## src/rtl/gcd_pkg.sv

```systemverilog
// Shared types and defaults for the gcd_top initiator (sequencer FSM states,
// default operand width and watchdog limit).
package gcd_pkg;

    typedef enum logic [2:0] {
        IDLE,
        CORE_RST,
        START,
        WAIT,
        RESP
    } state_t;

    localparam int W_DEFAULT       = 10;
    localparam int TIMEOUT_DEFAULT = 2048;

endpackage

```

## src/rtl/gcd_sequencer_if.sv

```systemverilog
// Host request/response handshake plus the gcd_top pin bundle driven by the
// sequencer. slave = sequencer view, master = host + core view.
interface gcd_sequencer_if
    import gcd_pkg::*;
#(
    parameter int W = W_DEFAULT
) ();

    logic         req_valid;
    logic         req_ready;
    logic [W-1:0] req_a;
    logic [W-1:0] req_b;
    logic         rsp_valid;
    logic         rsp_ready;
    logic [W-1:0] rsp_gcd;
    logic         rsp_err;
    logic         busy;
    logic         core_rst;
    logic         core_start;
    logic [W-1:0] core_a;
    logic [W-1:0] core_b;
    logic [W-1:0] core_out;

    modport slave (
        input  req_valid, req_a, req_b, rsp_ready, core_out,
        output req_ready, rsp_valid, rsp_gcd, rsp_err, busy,
               core_rst, core_start, core_a, core_b
    );

    modport master (
        output req_valid, req_a, req_b, rsp_ready, core_out,
        input  req_ready, rsp_valid, rsp_gcd, rsp_err, busy,
               core_rst, core_start, core_a, core_b
    );

endinterface

```

## src/rtl/gcd_watchdog.sv

```systemverilog
// Clearable up-counter that stops at TIMEOUT-1 and flags that terminal count,
// bounding how long the sequencer waits on the core.
module gcd_watchdog
    import gcd_pkg::*;
#(
    parameter int TIMEOUT = TIMEOUT_DEFAULT
) (
    input  logic clk,
    input  logic rst,
    input  logic clr,
    input  logic en,
    output logic tc
);

    localparam int CNT_W = $clog2(TIMEOUT + 1);

    logic [CNT_W-1:0] count_q;
    logic [CNT_W-1:0] count_d;

    assign tc = (count_q == CNT_W'(TIMEOUT - 1));

    // Saturates instead of wrapping so a stalled FSM can never miss the limit.
    always_comb begin
        count_d = count_q;
        if (clr) begin
            count_d = '0;
        end else if (en && !tc) begin
            count_d = count_q + 1'b1;
        end
    end

    always_ff @(posedge clk or negedge rst) begin
        if (!rst) begin
            count_q <= '0;
        end else begin
            count_q <= count_d;
        end
    end

endmodule

```

## src/rtl/gcd_sequencer.sv

```systemverilog
// Hardware start/poll/capture initiator for gcd_top: accepts operand pairs,
// sequences core reset and start, waits for a nonzero result or a timeout.
module gcd_sequencer
    import gcd_pkg::*;
#(
    parameter int W       = W_DEFAULT,
    parameter int TIMEOUT = TIMEOUT_DEFAULT
) (
    input  logic            clk,
    input  logic            rst,
    gcd_sequencer_if.slave  bus
);

    state_t       state_q, state_d;
    logic         req_ready_q, req_ready_d;
    logic         rsp_valid_q, rsp_valid_d;
    logic [W-1:0] rsp_gcd_q, rsp_gcd_d;
    logic         rsp_err_q, rsp_err_d;
    logic         busy_q, busy_d;
    logic         core_rst_q, core_rst_d;
    logic         core_start_q, core_start_d;
    logic [W-1:0] core_a_q, core_a_d;
    logic [W-1:0] core_b_q, core_b_d;
    logic         wd_clr;
    logic         wd_en;
    logic         wd_tc;

    gcd_watchdog #(
        .TIMEOUT (TIMEOUT)
    ) u_watchdog (
        .clk (clk),
        .rst (rst),
        .clr (wd_clr),
        .en  (wd_en),
        .tc  (wd_tc)
    );

    // Outputs are registered, so each state's output values are set on the
    // transition into that state.
    always_comb begin
        state_d      = state_q;
        req_ready_d  = req_ready_q;
        rsp_valid_d  = rsp_valid_q;
        rsp_gcd_d    = rsp_gcd_q;
        rsp_err_d    = rsp_err_q;
        busy_d       = busy_q;
        core_rst_d   = core_rst_q;
        core_start_d = 1'b0;
        core_a_d     = core_a_q;
        core_b_d     = core_b_q;
        wd_clr       = 1'b0;
        wd_en        = 1'b0;

        case (state_q)
            IDLE: begin
                core_rst_d  = 1'b0;
                req_ready_d = 1'b1;
                busy_d      = 1'b0;
                if (bus.req_valid && req_ready_q) begin
                    core_a_d    = bus.req_a;
                    core_b_d    = bus.req_b;
                    req_ready_d = 1'b0;
                    busy_d      = 1'b1;
                    // The core never raises out for (0,0), so answer directly.
                    if (bus.req_a == '0 && bus.req_b == '0) begin
                        state_d     = RESP;
                        rsp_valid_d = 1'b1;
                        rsp_gcd_d   = '0;
                        rsp_err_d   = 1'b0;
                    end else begin
                        state_d    = CORE_RST;
                        core_rst_d = 1'b1;
                    end
                end
            end
            CORE_RST: begin
                state_d      = START;
                core_rst_d   = 1'b0;
                core_start_d = 1'b1;
            end
            START: begin
                state_d = WAIT;
                wd_clr  = 1'b1;
            end
            WAIT: begin
                wd_en = 1'b1;
                if (bus.core_out != '0) begin
                    state_d     = RESP;
                    rsp_valid_d = 1'b1;
                    rsp_gcd_d   = bus.core_out;
                    rsp_err_d   = 1'b0;
                end else if (wd_tc) begin
                    state_d     = RESP;
                    rsp_valid_d = 1'b1;
                    rsp_gcd_d   = '0;
                    rsp_err_d   = 1'b1;
                end
            end
            RESP: begin
                if (rsp_valid_q && bus.rsp_ready) begin
                    state_d     = IDLE;
                    rsp_valid_d = 1'b0;
                    req_ready_d = 1'b1;
                    busy_d      = 1'b0;
                end
            end
            default: begin
                state_d = IDLE;
            end
        endcase
    end

    // Core is held in reset whenever the sequencer itself is in reset.
    always_ff @(posedge clk or negedge rst) begin
        if (!rst) begin
            state_q      <= IDLE;
            req_ready_q  <= 1'b1;
            rsp_valid_q  <= 1'b0;
            rsp_gcd_q    <= '0;
            rsp_err_q    <= 1'b0;
            busy_q       <= 1'b0;
            core_rst_q   <= 1'b1;
            core_start_q <= 1'b0;
            core_a_q     <= '0;
            core_b_q     <= '0;
        end else begin
            state_q      <= state_d;
            req_ready_q  <= req_ready_d;
            rsp_valid_q  <= rsp_valid_d;
            rsp_gcd_q    <= rsp_gcd_d;
            rsp_err_q    <= rsp_err_d;
            busy_q       <= busy_d;
            core_rst_q   <= core_rst_d;
            core_start_q <= core_start_d;
            core_a_q     <= core_a_d;
            core_b_q     <= core_b_d;
        end
    end

    assign bus.req_ready  = req_ready_q;
    assign bus.rsp_valid  = rsp_valid_q;
    assign bus.rsp_gcd    = rsp_gcd_q;
    assign bus.rsp_err    = rsp_err_q;
    assign bus.busy       = busy_q;
    assign bus.core_rst   = core_rst_q;
    assign bus.core_start = core_start_q;
    assign bus.core_a     = core_a_q;
    assign bus.core_b     = core_b_q;

endmodule
```

## src/flat_wrapper.sv

```systemverilog
// flat-port wrapper written by rule: the top's interface ports become plain ports
module gcd_sequencer_flat import gcd_pkg::*;
#(
    parameter int W       = W_DEFAULT,
    parameter int TIMEOUT = TIMEOUT_DEFAULT
)
  (clk, rst, bus_req_valid, bus_req_a, bus_req_b, bus_rsp_ready, bus_core_out, bus_req_ready, bus_rsp_valid, bus_rsp_gcd, bus_rsp_err, bus_busy, bus_core_rst, bus_core_start, bus_core_a, bus_core_b);
  gcd_sequencer_if #(.W(W)) bus_i ();
  input  logic clk;
  input  logic rst;
  input wire logic [$bits(bus_i.req_valid)-1:0] bus_req_valid;
  input wire logic [$bits(bus_i.req_a)-1:0] bus_req_a;
  input wire logic [$bits(bus_i.req_b)-1:0] bus_req_b;
  input wire logic [$bits(bus_i.rsp_ready)-1:0] bus_rsp_ready;
  input wire logic [$bits(bus_i.core_out)-1:0] bus_core_out;
  output wire logic [$bits(bus_i.req_ready)-1:0] bus_req_ready;
  output wire logic [$bits(bus_i.rsp_valid)-1:0] bus_rsp_valid;
  output wire logic [$bits(bus_i.rsp_gcd)-1:0] bus_rsp_gcd;
  output wire logic [$bits(bus_i.rsp_err)-1:0] bus_rsp_err;
  output wire logic [$bits(bus_i.busy)-1:0] bus_busy;
  output wire logic [$bits(bus_i.core_rst)-1:0] bus_core_rst;
  output wire logic [$bits(bus_i.core_start)-1:0] bus_core_start;
  output wire logic [$bits(bus_i.core_a)-1:0] bus_core_a;
  output wire logic [$bits(bus_i.core_b)-1:0] bus_core_b;
  assign bus_i.req_valid = bus_req_valid;
  assign bus_i.req_a = bus_req_a;
  assign bus_i.req_b = bus_req_b;
  assign bus_i.rsp_ready = bus_rsp_ready;
  assign bus_i.core_out = bus_core_out;
  assign bus_req_ready = bus_i.req_ready;
  assign bus_rsp_valid = bus_i.rsp_valid;
  assign bus_rsp_gcd = bus_i.rsp_gcd;
  assign bus_rsp_err = bus_i.rsp_err;
  assign bus_busy = bus_i.busy;
  assign bus_core_rst = bus_i.core_rst;
  assign bus_core_start = bus_i.core_start;
  assign bus_core_a = bus_i.core_a;
  assign bus_core_b = bus_i.core_b;
  gcd_sequencer #(.W(W), .TIMEOUT(TIMEOUT)) u_core (.clk(clk), .rst(rst), .bus(bus_i));
endmodule
```

## config.mk

```make
export PLATFORM = sky130hd
export DESIGN_NAME = gcd_sequencer_flat
export DESIGN_NICKNAME = d
export VERILOG_FILES = /design/src/rtl/gcd_pkg.sv /design/src/rtl/gcd_sequencer_if.sv /design/src/rtl/gcd_watchdog.sv /design/src/rtl/gcd_sequencer.sv /design/src/flat_wrapper.sv
export SDC_FILE = /design/constraint.sdc
export NUM_CORES = 1
export LEC_CHECK = 0
export ABC_AREA = 0
export CORE_ASPECT_RATIO = 1.5
export CORE_MARGIN = 3
export CORE_UTILIZATION = 50
export CTS_CLUSTER_SIZE = 16
export DETAILED_ROUTE_END_ITERATION = 7
export PLACE_DENSITY_LB_ADDON = 0.3
export SLEW_MARGIN = 15
export SYNTH_ARGS = -nofsm -noshare
export SYNTH_HDL_FRONTEND = slang
export SYNTH_HIERARCHICAL = 1
export SYNTH_SLANG_ARGS = --single-unit
```

## constraint.sdc

```tcl
create_clock -name clk -period 5 [get_ports clk]
set_input_delay 1.5 -clock clk [delete_from_list [all_inputs] [get_ports clk]]
set_output_delay 1.5 -clock clk [all_outputs]
set_load 0.01 [all_outputs]
```

* After elaboration in Yosys (flattened, before gate mapping)
Cells that the tools add are included.
W data, S select, Z words.
** Storage, ports and cells
- Register bits :: 51
- Word-level logic and storage cells :: 74
- Output and inout port bits :: 36
** Operators by class
- $add $sub $neg :: 1
- Equal/unequal tests :: 9
- Mux-type cells :: 34
- Reduce and logical (&&, ||, !) cells :: 19
** Operators by type and width (number)
- $mux W10 :: 4
- $mux W12 :: 2
- $logic_not A10 Y1 :: 2
- $pmux W10 S2 :: 1
- $mux W1 :: 16
- $mux W3 :: 5
- $pmux W3 S5 :: 1
- $add A12 B1 Y12 const B :: 1
- $eq A12 B11 Y1 const B :: 1
- $reduce_bool A10 Y1 :: 1
- $pmux W1 S2 :: 4
- $reduce_bool A2 Y1 :: 4
- $eq A3 B2 Y1 const B :: 2
- $ne A2 B1 Y1 const B :: 3
- $reduce_and A5 Y1 :: 1
- $logic_and A1 B1 Y1 :: 4
- $reduce_and A2 Y1 :: 2
- $reduce_and A4 Y1 :: 1
- $eq A3 B1 Y1 const B :: 1
- $eq A3 B3 Y1 const B :: 1
- $logic_not A3 Y1 :: 1
- $ne A3 B2 Y1 const B :: 1
- $pmux W1 S3 :: 1
- $reduce_and A3 Y1 :: 1
- other kinds (2) :: 2

* Longest topological paths before layout
Gate-level depths: netlist of run 1.
- Depth in word-level cells :: 5
- Gate-level depth with buffers :: 8
- Depth with buffers taken out :: 7

* Modules after synthesis
Netlist of run 1, hierarchy kept.
** By module, submodules not included
- gcd_sequencer :: cells an instance 121, times used 1, sequential area each 978.4 um^2, area each 1614.0 um^2
- gcd_watchdog :: cells an instance 65, times used 1, sequential area each 300.3 um^2, area each 656.9 um^2

* Worst setup path before layout of run 1
Ideal clock, no wire load.
- Path kind :: input -> register
- From :: in bus_core_out[0]
- To :: reg u_core.rsp_gcd_q[0] (netlist: u_core/bus.rsp_gcd[0])
- Required time :: 4879 ps
- Path buffers :: 1
- Arrival :: 2799 ps
- Path slack :: 2080 ps
- Cell stages on the path :: 4
- Path through :: or4_1 > o31a_1 > buf_2 > a22o_1
** Between the ends
- Word-level cells in the longest chain between the ends :: 3
- Elaborated cells between the ends (all ways) :: 5
- Those cells by class :: eq/ne (1); mux (2); reduce/logical (2)
** Ends and longest elaborated chain
- start, declared :: RTL line flat_wrapper.sv:15 : input wire logic [$bits(bus_i.core_out)-1:0] bus_core_out;
- $reduce_bool A10 Y1 :: RTL line gcd_sequencer.sv:87 : if (bus.core_out != '0) begin
- $ne A3 B2 Y1 (no source line) or $mux W10 (tied branches)
- $reduce_and A4 Y1 (no source line) or $pmux W10 S2 (tied branches)
- end signal, assigned :: RTL line gcd_sequencer.sv:130 : rsp_gcd_q <= rsp_gcd_d;
- end, declared :: RTL line gcd_sequencer.sv:17 : logic [W-1:0] rsp_gcd_q, rsp_gcd_d;
Parallel ways exist; a longest one is shown, timed or not.
A chain may end at the register's enable or synchronous reset.

* Final worst setup path of run 1
- From :: in bus_core_out[4]
- To :: reg u_core.rsp_err_q (netlist: u_core/bus.rsp_err)
** Between the ends
- Word-level cells in the longest chain between the ends :: 3
- Elaborated cells between the ends (all ways) :: 5
- Those cells by class :: eq/ne (1); mux (2); reduce/logical (2)
** Ends and longest elaborated chain
- $reduce_bool A10 Y1 (*) :: RTL line gcd_sequencer.sv:87
- $ne A3 B2 Y1 (no source line) or $mux W1 (tied branches)
- $reduce_and A4 Y1 (no source line) or $pmux W1 S2 (tied branches)
- end signal, assigned :: RTL line gcd_sequencer.sv:131 : rsp_err_q <= rsp_err_d;
- end, declared :: RTL line gcd_sequencer.sv:18 : logic rsp_err_q, rsp_err_d;
Mark *: on every way between the ends. The rest lies on a longest branch, timed or not.

==> run_results.csv, run 1 <==
group,metric,value,unit
logic_synthesis,synthFlopType,"dfrtp_1",
logic_synthesis,synth-async-reset-ratio,100,%
power_and_ir_drop,vdd_drop_max,0.340,mV
global_routing,grt_pass1_vias,1820,
clocking,postCtsResizedCells,0,
route,wl_per_cell,16.9,um
global_routing,antenna_found_initial,0,
timing,drv_slew,0,
place,gp_congestion,0.811,
route,drc,0,
run_status,status,"completed",
logic_synthesis,yosys.area.top_type_share,54.0,%
setup_path,path_delay_family,"compound AO/OA/AOI/OAI gates",
floorplan,dieWidth,61.0,um
timing,fin_crit,3350,ps
setup_path,worstPathMaxFanout,13,
timing,hold_viol,0,
floorplan,ios,70,
clocking,tritoncts,"done",
route,final_antenna_net_count,0,
finish,area_delta_synth_final,36.2,%
logic_synthesis,synth_area,2270,sq um
setup_path,critPathMaxStageDelay,560,ps
global_routing,grt_pass1_wl,8200,um
setup_path,regToRegSetupSlack,2590,ps
clocking,clockBufferDepth,2,
min_path,hp-start,"u_core/bus.core_a[6]",
global_routing,track_usage,20.4,%
route,wirelength,5160,um
setup_path,reg2reg_from,"u_core/u_watchdog/count_q[0]",
floorplan,core_area,4320,sq um
logic_synthesis,synth_largest_area_cell,"dfrtp_1",
logic_synthesis,ys_ff_latch,51,
clocking,cts_setup_buffers,0,
clocking,cts_made_buffers,5,
setup_path,arrival,3580,ps
route,firstDrtPassIters,4,
setup_path,critical_path_buf_inv_count,1,
logic_synthesis,synth-seq-area-share,56.3,%
timing,tightestPinTransition,624,ps
global_routing,grt.overflow.total,0,
route,viasPerCell,5.89,
logic_synthesis,yosys-top-cells-area,"dfrtp_1, mux2_1, a22o_1",
timing,rsz0062_at_grt,"no",
timing,post-route-period-util,66.9,%
timing,whs,494,ps
setup_path,critPathCaptureType,"flip-flop",
finish,nets,294,
logic_synthesis,syn_nets,221,
setup_path,cp-start-kind,"input port",
setup_path,crit_path_top_delay_cell,"or4_4",
route,num_vias,1802,
logic_synthesis,syn_avg_cell_area,12.2,sq um
clocking,cts_hold_buffers,0,
clocking,cts_sinks,51,
floorplan,dieArea,5400,sq um
clocking,insertion_delay,300,ps
route,dr.first_iter.drc_count,88,
timing,fmax,299,MHz
clocking,clock-root-buffer,"clkbuf_8",
finish,drive_above_1_share,8.85,%
floorplan,placementRows,29,
power_and_ir_drop,power,1.67,mW
logic_synthesis,yosys-top-cells-count,"dfrtp_1, mux2_1, a22o_1",
power_and_ir_drop,power_density,540,nW/um^2
power_and_ir_drop,leakage,1.30,nW
clocking,clk_pin_slew,90,ps
global_routing,grt_start_max_net_pins,52,
logic_synthesis,synth_cell_type_count,45,
run,maxCapViolations,0,
place,dpl.hpwl,3950,um
floorplan,start_util,52.6,%
setup_path,required,5230,ps
logic_synthesis,ys_warn_count,6,
logic_synthesis,synth.most_common_cell,"dfrtp_1",
logic_synthesis,syn_inst,186,
finish,antenna_cells,0,
place,io_buffers,69,
floorplan,chipHeight,88.5,um
timing,slew_headroom,58.3,%
setup_path,path_cells,"clkdlybuf4s50_1, or4_4, o31a_1, a31oi_4, a22o_1",
clocking,htree_levels,2,
timing,setup_viol,0,
finish,num-fill-cells,308,
min_path,min_path_type,"reg2reg",
timing,fin_tns_setup,0,ps
setup_path,critical_path_class,"in2reg",
timing,fin_worst_skew,6.31,ps
setup_path,crit_start,"bus_core_out[4]",
logic_synthesis,synth-edff-count,0,
-- routing by layer --
layer	up-vias	routed length (um)	track usage [%]
li1	854	-	-
met4	0	118	7.69
met3	9	265	6.57
met2	43	2850	36.6
met1	896	1920	21.5
met5	-	0	0
-- flip-flops by register name, indices dropped and copies added, names as in the netlist --
name and cells:
u_core/u_watchdog/count_q 12, u_core/bus.rsp_err 1, u_core/bus.core_a 10, u_core/state_q 3
u_core/bus.rsp_gcd 10, u_core/bus.req_ready 1, u_core/bus.busy 1, u_core/bus.core_b 10
u_core/bus.core_start 1, u_core/bus.core_rst 1, u_core/bus.rsp_valid 1
-- where the power goes --
part,leakage [nW],total (mW),switching (mW),internal [mW]
clock network,0.0482,0.239,0.127,0.112
registers,0.637,0.687,0.108,0.579
logic,0.612,0.743,0.321,0.422
total,1.30,1.67,0.556,1.11
-- cell type report --
| type | count | area [sq um] | share of cell area [%] |
|---|---|---|---|
| Inverter | 3 | 11.3 | 0.364 |
| Timing Repair Buffer | 72 | 708 | 22.9 |
| Sequential cell | 51 | 1280 | 41.3 |
| Multi-Input combinational cell | 126 | 946 | 30.6 |
| Clock inverter | 1 | 5.00 | 0.162 |
| Clock buffer | 7 | 86.3 | 2.79 |
| Tap cell | 46 | 57.6 | 1.86 |
-- cells in the final DEF (no fill, tap or decap), types with 2 or more instances in the layout --
| cell type | count |
|---|---|
| and3_1 | 3 |
| dfstp_2 | 2 |
| or4_1 | 2 |
| dfrtp_1 | 49 |
| buf_4 | 3 |
| nor3_1 | 5 |
| a21oi_1 | 10 |
| o21ai_1 | 2 |
| o311ai_0 | 2 |
| nor4_1 | 7 |
| nand3_1 | 4 |
| or3_1 | 3 |
| inv_1 | 3 |
| nor2_1 | 8 |
| nand2_1 | 9 |
| clkdlybuf4s50_1 | 68 |
| o21ai_0 | 9 |
| clkbuf_8 | 6 |
| o41ai_1 | 4 |
| o31a_1 | 2 |
| a22o_1 | 12 |
| mux2_1 | 20 |
| nand3b_1 | 2 |
-- metrics by stage --
step                area (sq um)  worst slack (ps)  utilization, %  cells
floorplan                   2270              2080               -    186
global placement            3000              1420            69.5    298
detailed placement          3000              1360            69.5    298
CTS                         3090              1670            71.6    306
global route                3090              1580            71.6    306
finish                      3090              1650            71.6    306
-- worst paths after layout --
path | depth (start not counted) | to
max reg2reg | 7 | u_core/bus.rsp_err
max | 5 | u_core/bus.rsp_err
min in group asynchronous | 2 | u_core/u_watchdog/count_q[10]
min | 1 | u_core/bus.core_a[6]
min reg2reg | 1 | u_core/bus.core_a[6]
max in group asynchronous | 2 | u_core/bus.core_b[5]
-- cells by family (layout without fill, tap and decap cells) --
family          count (synthesis)  after routing  synth area share (%)
compound gates                 48             48                  15.5
xor+xnor                        1              1                 0.386
fa+ha+maj                       1              1                 0.551
buf+inv                         9             83                  2.04
flops                          51             51                  56.3
mux                            21             21                  10.4
simple gates                   55             55                  14.9
Power figures use the tool's default switching activity.
==> run 2: changes to the inputs <==
--- a/config.mk
+++ b/config.mk
@@ -8,7 +8,7 @@
 export ABC_AREA = 0
 export CORE_ASPECT_RATIO = 1.5
 export CORE_MARGIN = 3
-export CORE_UTILIZATION = 50
+export CORE_UTILIZATION = 46
 export CTS_CLUSTER_SIZE = 16
 export DETAILED_ROUTE_END_ITERATION = 7
 export PLACE_DENSITY_LB_ADDON = 0.3
==> constraint.sdc (replaced) <==
create_clock -name clk -period 3.26 [get_ports clk]
set_input_delay 0.978 -clock clk [delete_from_list [all_inputs] [get_ports clk]]
set_output_delay 0.978 -clock clk [all_outputs]
set_load 0.01 [all_outputs]
==> run 2 against run 1 <==
Worst hold slack got worse by 4.5 ps. Clock skew fell by 1.7 ps. Global-route usage fell by 0.89 points. Critical endpoint is now u_core/bus.rsp_gcd[3]. Highest routed layer unchanged.
==> run_results.csv, run 2 (same netlist as run 1, synthesis figures left out) <==
group,metric,value,unit
finish,num-fill-cells,387,
floorplan,core_area,4650,sq um
route,dr.first_iter.drc_count,111,
setup_path,critPathMaxStageDelay,580,ps
timing,setup_viol,0,
setup_path,path_delay_family,"compound AO/OA/AOI/OAI gates",
run_status,status,"completed",
route,wirelength,5290,um
place,post-place-ws,322,ps
place,gp_congestion,0.826,
global_routing,grt_pass1_vias,1875,
floorplan,chipHeight,92.1,um
timing,fin_crit,2640,ps
finish,largest_register_ffs,12,
run,maxCapViolations,0,
power_and_ir_drop,leakage,1.30,nW
global_routing,grt_start_max_net_pins,23,
power_and_ir_drop,power_density,816,nW/um^2
place,place_area,3050,sq um
clocking,insertion_delay,290,ps
clocking,tritoncts,"done",
timing,rsz0062_at_grt,"no",
finish,final_area,3120,sq um
clocking,cts_hold_buffers,0,
route,wl_per_cell,16.2,um
global_routing,grt_pass1_wl,9100,um
floorplan,start_util,48.8,%
timing,hold_viol,0,
setup_path,arrival,2870,ps
setup_path,critPathCaptureType,"flip-flop",
setup_path,reg2reg_from,"u_core/u_watchdog/count_q[0]",
route,firstDrtPassIters,4,
finish,post-route-util,67.1,%
clocking,cts_made_buffers,5,
timing,post-route-period-util,81.1,%
clocking,clock-root-buffer,"clkbuf_8",
setup_path,ff2ff_path_depth,7,
power_and_ir_drop,vdd_drop_max,0.453,mV
timing,final.setup.worst_slack,618,ps
place,io_buffers,69,
clocking,clockBufferDepth,2,
clocking,cts_sinks,51,
setup_path,regToRegSetupSlack,1130,ps
finish,final_cells,326,
place,dpl.hpwl,4140,um
finish,area_delta_synth_final,37.5,%
timing,slew_headroom,60.7,%
route,final_antenna_net_count,0,
global_routing,grt.overflow.total,0,
global_routing,antenna_found_initial,0,
finish,final_cell_mix,"clkdlybuf4s50_1, dfrtp_1, mux2_1, a22o_1, a21oi_1",
finish,final_common_cell,"clkdlybuf4s50_1",
floorplan,dieArea,5830,sq um
setup_path,critical_path_buf_inv_count,1,
timing,fmax,378,MHz
global_routing,track_usage,19.5,%
place,place_inst,319,
setup_path,cp-start-kind,"input port",
clocking,htree_levels,2,
clocking,cts_setup_buffers,0,
route,drc,0,
floorplan,dieWidth,63.4,um
setup_path,path_cells,"clkdlybuf4s50_1, or4_1, o31a_1, a31oi_4, a22o_1",
timing,tightestPinTransition,582,ps
setup_path,crit_path_top_delay_cell,"or4_1",
route,viasPerCell,5.52,
min_path,hold_depth,1,
finish,regMostFlops,"u_core/u_watchdog/count_q",
min_path,min_path_type,"reg2reg",
setup_path,critical_path_class,"in2reg",
timing,fin_worst_skew,4.58,ps
route,num_vias,1800,
clocking,clk_pin_slew,80,ps
setup_path,worstPathMaxFanout,12,
floorplan,placementRows,30,
finish,antenna_cells,0,
setup_path,required,3490,ps
finish,drive_above_1_share,9.16,%
setup_path,regToRegEndpoint,"u_core/bus.rsp_gcd[3]",
floorplan,ios,70,
timing,fin_tns_setup,0,ps
clocking,postCtsResizedCells,0,
min_path,hp-start,"u_core/bus.core_a[3]",
min_path,holdPathEnd,"u_core/bus.core_a[3]",
timing,drv_slew,0,
finish,nets,297,
## run 2: cell count changes in the layout (fill, tap and decap cells not counted)
cell,previous run,this run
clkbuf_8,6,5
clkinv_2,1,0
clkbuf_1,1,2
buf_4,3,6
## run 2: stage by stage
step	hold WS (ps)	total power [mW]
finish	490	2.55
floorplan	488	1.60
detailed placement	475	2.23
global route	509	2.72
CTS	495	2.57
global placement	460	2.20
## run 2: worst max-delay path by stage
stage          cells after the start  slack, ps            start                    end
2_1_floorplan                      4        860  bus_core_out[0]  u_core/bus.rsp_gcd[0]
4_1_cts                            5        630  bus_core_out[0]      u_core/state_q[2]
3_3_place_gp                       5        350  bus_core_out[0]     u_core/bus.rsp_err
3_5_place_dp                       5        320  bus_core_out[0]     u_core/bus.rsp_err
6_report                           5        620  bus_core_out[0]  u_core/bus.rsp_gcd[3]
5_1_grt                            5        550  bus_core_out[1]      u_core/state_q[2]
## run 2: power by group
group / leakage, nW / internal [mW] / switching [mW]
clock: 0.0383 / 0.148 / 0.185
sequential: 0.637 / 0.888 / 0.168
combinational: 0.627 / 0.660 / 0.498
## run 2: per-layer routing
metal	global-route usage [%]	wire (um)
met5	0	0
met3	5.51	272
met1	22.5	2040
met2	35.4	2950
met4	4.32	29
## run 2: final cells by class
class / count / area [sq um] / share of cell area (%)
clock buffer: 7 / 76.3 / 2.44
inverter: 3 / 11.3 / 0.361
multi-input combinational: 126 / 946 / 30.3
sequential: 51 / 1280 / 40.9
tap: 64 / 80.1 / 2.56
timing repair buffer: 75 / 731 / 23.4
==> run 3: changes to the inputs <==
--- a/config.mk
+++ b/config.mk
@@ -8,7 +8,7 @@
 export ABC_AREA = 0
 export CORE_ASPECT_RATIO = 1.5
 export CORE_MARGIN = 3
-export CORE_UTILIZATION = 46
+export CORE_UTILIZATION = 42
 export CTS_CLUSTER_SIZE = 16
 export DETAILED_ROUTE_END_ITERATION = 7
 export PLACE_DENSITY_LB_ADDON = 0.3
==> constraint.sdc (replaced) <==
create_clock -name clk -period 2.3 [get_ports clk]
set_input_delay 0.69 -clock clk [delete_from_list [all_inputs] [get_ports clk]]
set_output_delay 0.69 -clock clk [all_outputs]
set_load 0.01 [all_outputs]
==> run 3 against run 2 <==
Clock-buffer cell count did not move. Non-clock buffer count is 20 higher. Sequential cell count unchanged. Sequential share of layout area shrank 2.4 points. First-iteration DRC count down 31%. Cell area is 6.2% higher. Critical path depth up 1. Final cell count up 7.7%. Via count rose by 4.5%.
==> run_results.csv, run 3 (same netlist as run 1, synthesis figures left out) <==
group,metric,value,unit
timing,slew_headroom,60.4,%
finish,area_delta_synth_final,46.1,%
global_routing,track_usage,17.8,%
global_routing,grt.overflow.total,0,
setup_path,critical_path_class,"in2reg",
floorplan,dieArea,6340,sq um
timing,fin_crit,2240,ps
setup_path,reg2reg_from,"u_core/u_watchdog/count_q[0]",
finish,num-fill-cells,445,
power_and_ir_drop,power_density,1120,nW/um^2
route,firstDrtPassIters,4,
timing,post-route-period-util,97.4,%
setup_path,critPathCaptureType,"flip-flop",
route,wirelength,5340,um
timing,fin_tns_setup,0,ps
clocking,insertion_delay,290,ps
timing,setup_viol,0,
finish,drive_above_1_share,16.3,%
finish,antenna_cells,0,
global_routing,grt_start_max_net_pins,25,
clocking,clock-root-buffer,"clkbuf_8",
global_routing,antenna_found_initial,0,
clocking,htree_levels,2,
route,dr.first_iter.drc_count,77,
finish,final_cell_mix,"clkdlybuf4s50_1, dfrtp_1, buf_4, mux2_1, a22o_1",
setup_path,worstPathMaxFanout,6,
finish,nets,317,
setup_path,required,2540,ps
floorplan,dieWidth,66.0,um
timing,drv_slew,0,
timing,tightestPinTransition,586,ps
clocking,cts_made_buffers,5,
timing,fmax,446,MHz
global_routing,grt_pass1_wl,8590,um
finish,final_common_cell,"clkdlybuf4s50_1",
place,gp_congestion,0.824,
setup_path,regToRegSetupSlack,100,ps
route,wl_per_cell,15.2,um
finish,regMostFlops,"u_core/u_watchdog/count_q",
floorplan,start_util,43.6,%
power_and_ir_drop,leakage,1.45,nW
setup_path,regToRegEndpoint,"u_core/bus.rsp_err",
timing,hold_viol,0,
setup_path,arrival,2480,ps
setup_path,cp-start-kind,"input port",
finish,final_cells,351,
floorplan,placementRows,32,
place,io_buffers,69,
route,drc,0,
route,final_antenna_net_count,0,
floorplan,core_area,5200,sq um
run,maxCapViolations,0,
place,place_inst,342,
min_path,min_path_type,"in2async",
finish,largest_register_ffs,12,
clocking,cts_sinks,51,
power_and_ir_drop,vdd_drop_max,0.644,mV
route,viasPerCell,5.36,
setup_path,ff2ff_path_depth,8,
clocking,clk_pin_slew,90,ps
clocking,tritoncts,"done",
floorplan,ios,70,
finish,post-route-util,63.7,%
timing,fin_worst_skew,4.02,ps
run_status,status,"completed",
clocking,clockBufferDepth,2,
route,num_vias,1881,
floorplan,chipHeight,96.1,um
place,dpl.hpwl,4120,um
global_routing,grt_pass1_vias,1897,
==> run 3: cell count changes in the layout (fill, tap and decap cells not counted) <==
| cell | previous run | this run |
|---|---|---|
| buf_4 | 6 | 23 |
| buf_6 | 0 | 3 |
| clkdlybuf4s50_1 | 68 | 66 |
| dlymetal6s2s_1 | 0 | 2 |
| clkbuf_1 | 2 | 1 |
| clkbuf_8 | 5 | 6 |
| clkinv_2 | 0 | 1 |
| nor4_2 | 1 | 0 |
| nor4_4 | 0 | 1 |
==> run 3: area by class of cell <==
| cell class | instances | area, sq um | share of cell area, % |
|---|---|---|---|
| inverter | 3 | 11.3 | 0.339 |
| sequential | 51 | 1280 | 38.5 |
| clock inverter | 1 | 5.00 | 0.151 |
| multi-input combinational | 126 | 955 | 28.8 |
| tap | 68 | 85.1 | 2.56 |
| clock buffer | 7 | 86.3 | 2.60 |
| timing repair buffer | 95 | 897 | 27.0 |
==> run 3: critical path, cell delays in order <==
cell and delay (ps):
clkdlybuf4s50_1 420, or4_4 500, o31a_1 380, a31oi_4 190, buf_6 140, a22o_1 140
==> run 3: repair_timing <==
item | 4_1_cts | 5_1_grt
hold buffers | 0 | 0
gates resized for setup | 0 | 6
endpoints found under the setup margin | 0 | 13
setup buffers | 0 | 1
==> run 3: how the worst max path moves through the flow <==
stage	cells after the start	from	slack (ps)	endpoint
after detailed placement	5	bus_core_out[4]	-300	u_core/bus.rsp_gcd[0]
after CTS	5	bus_core_out[4]	20	u_core/bus.rsp_gcd[0]
after floorplan	4	bus_core_out[0]	190	u_core/bus.rsp_gcd[0]
after global placement	5	bus_core_out[4]	-280	u_core/bus.rsp_gcd[4]
after global routing	8	u_core/u_watchdog/count_q[0]	-10	u_core/bus.rsp_gcd[3]
final	6	bus_core_out[6]	60	u_core/bus.rsp_err
==> run 3: per-stage QoR <==
step	area, sq um	power [mW]	hold WS (ps)	worst slack, ps
final	3320	3.73	272	58.8
after global routing	3320	3.99	275	-14.4
after CTS	3290	3.75	271	22.8
after detailed placement	3190	3.21	474	-301
after global placement	3190	3.18	461	-277
after floorplan	2270	2.27	394	190
==> run 3: power breakdown <==
| group | internal (mW) | switching [mW] |
|---|---|---|
| Combinational | 1.00 | 0.734 |
| Sequential | 1.26 | 0.212 |
| Clock | 0.243 | 0.276 |
==> run 3: routing by layer <==
| metal | share of wire [%] | GRT usage (%) | vias up | routed length, um |
|---|---|---|---|---|
| li1 | - | - | 903 | - |
| met1 | 38 | 19.1 | 916 | 2020 |
| met2 | 54 | 31.9 | 54 | 2880 |
| met3 | 6.6 | 6.31 | 8 | 353 |
| met4 | 1.7 | 6.44 | 0 | 93 |
| met5 | 0 | 0 | - | 0 |
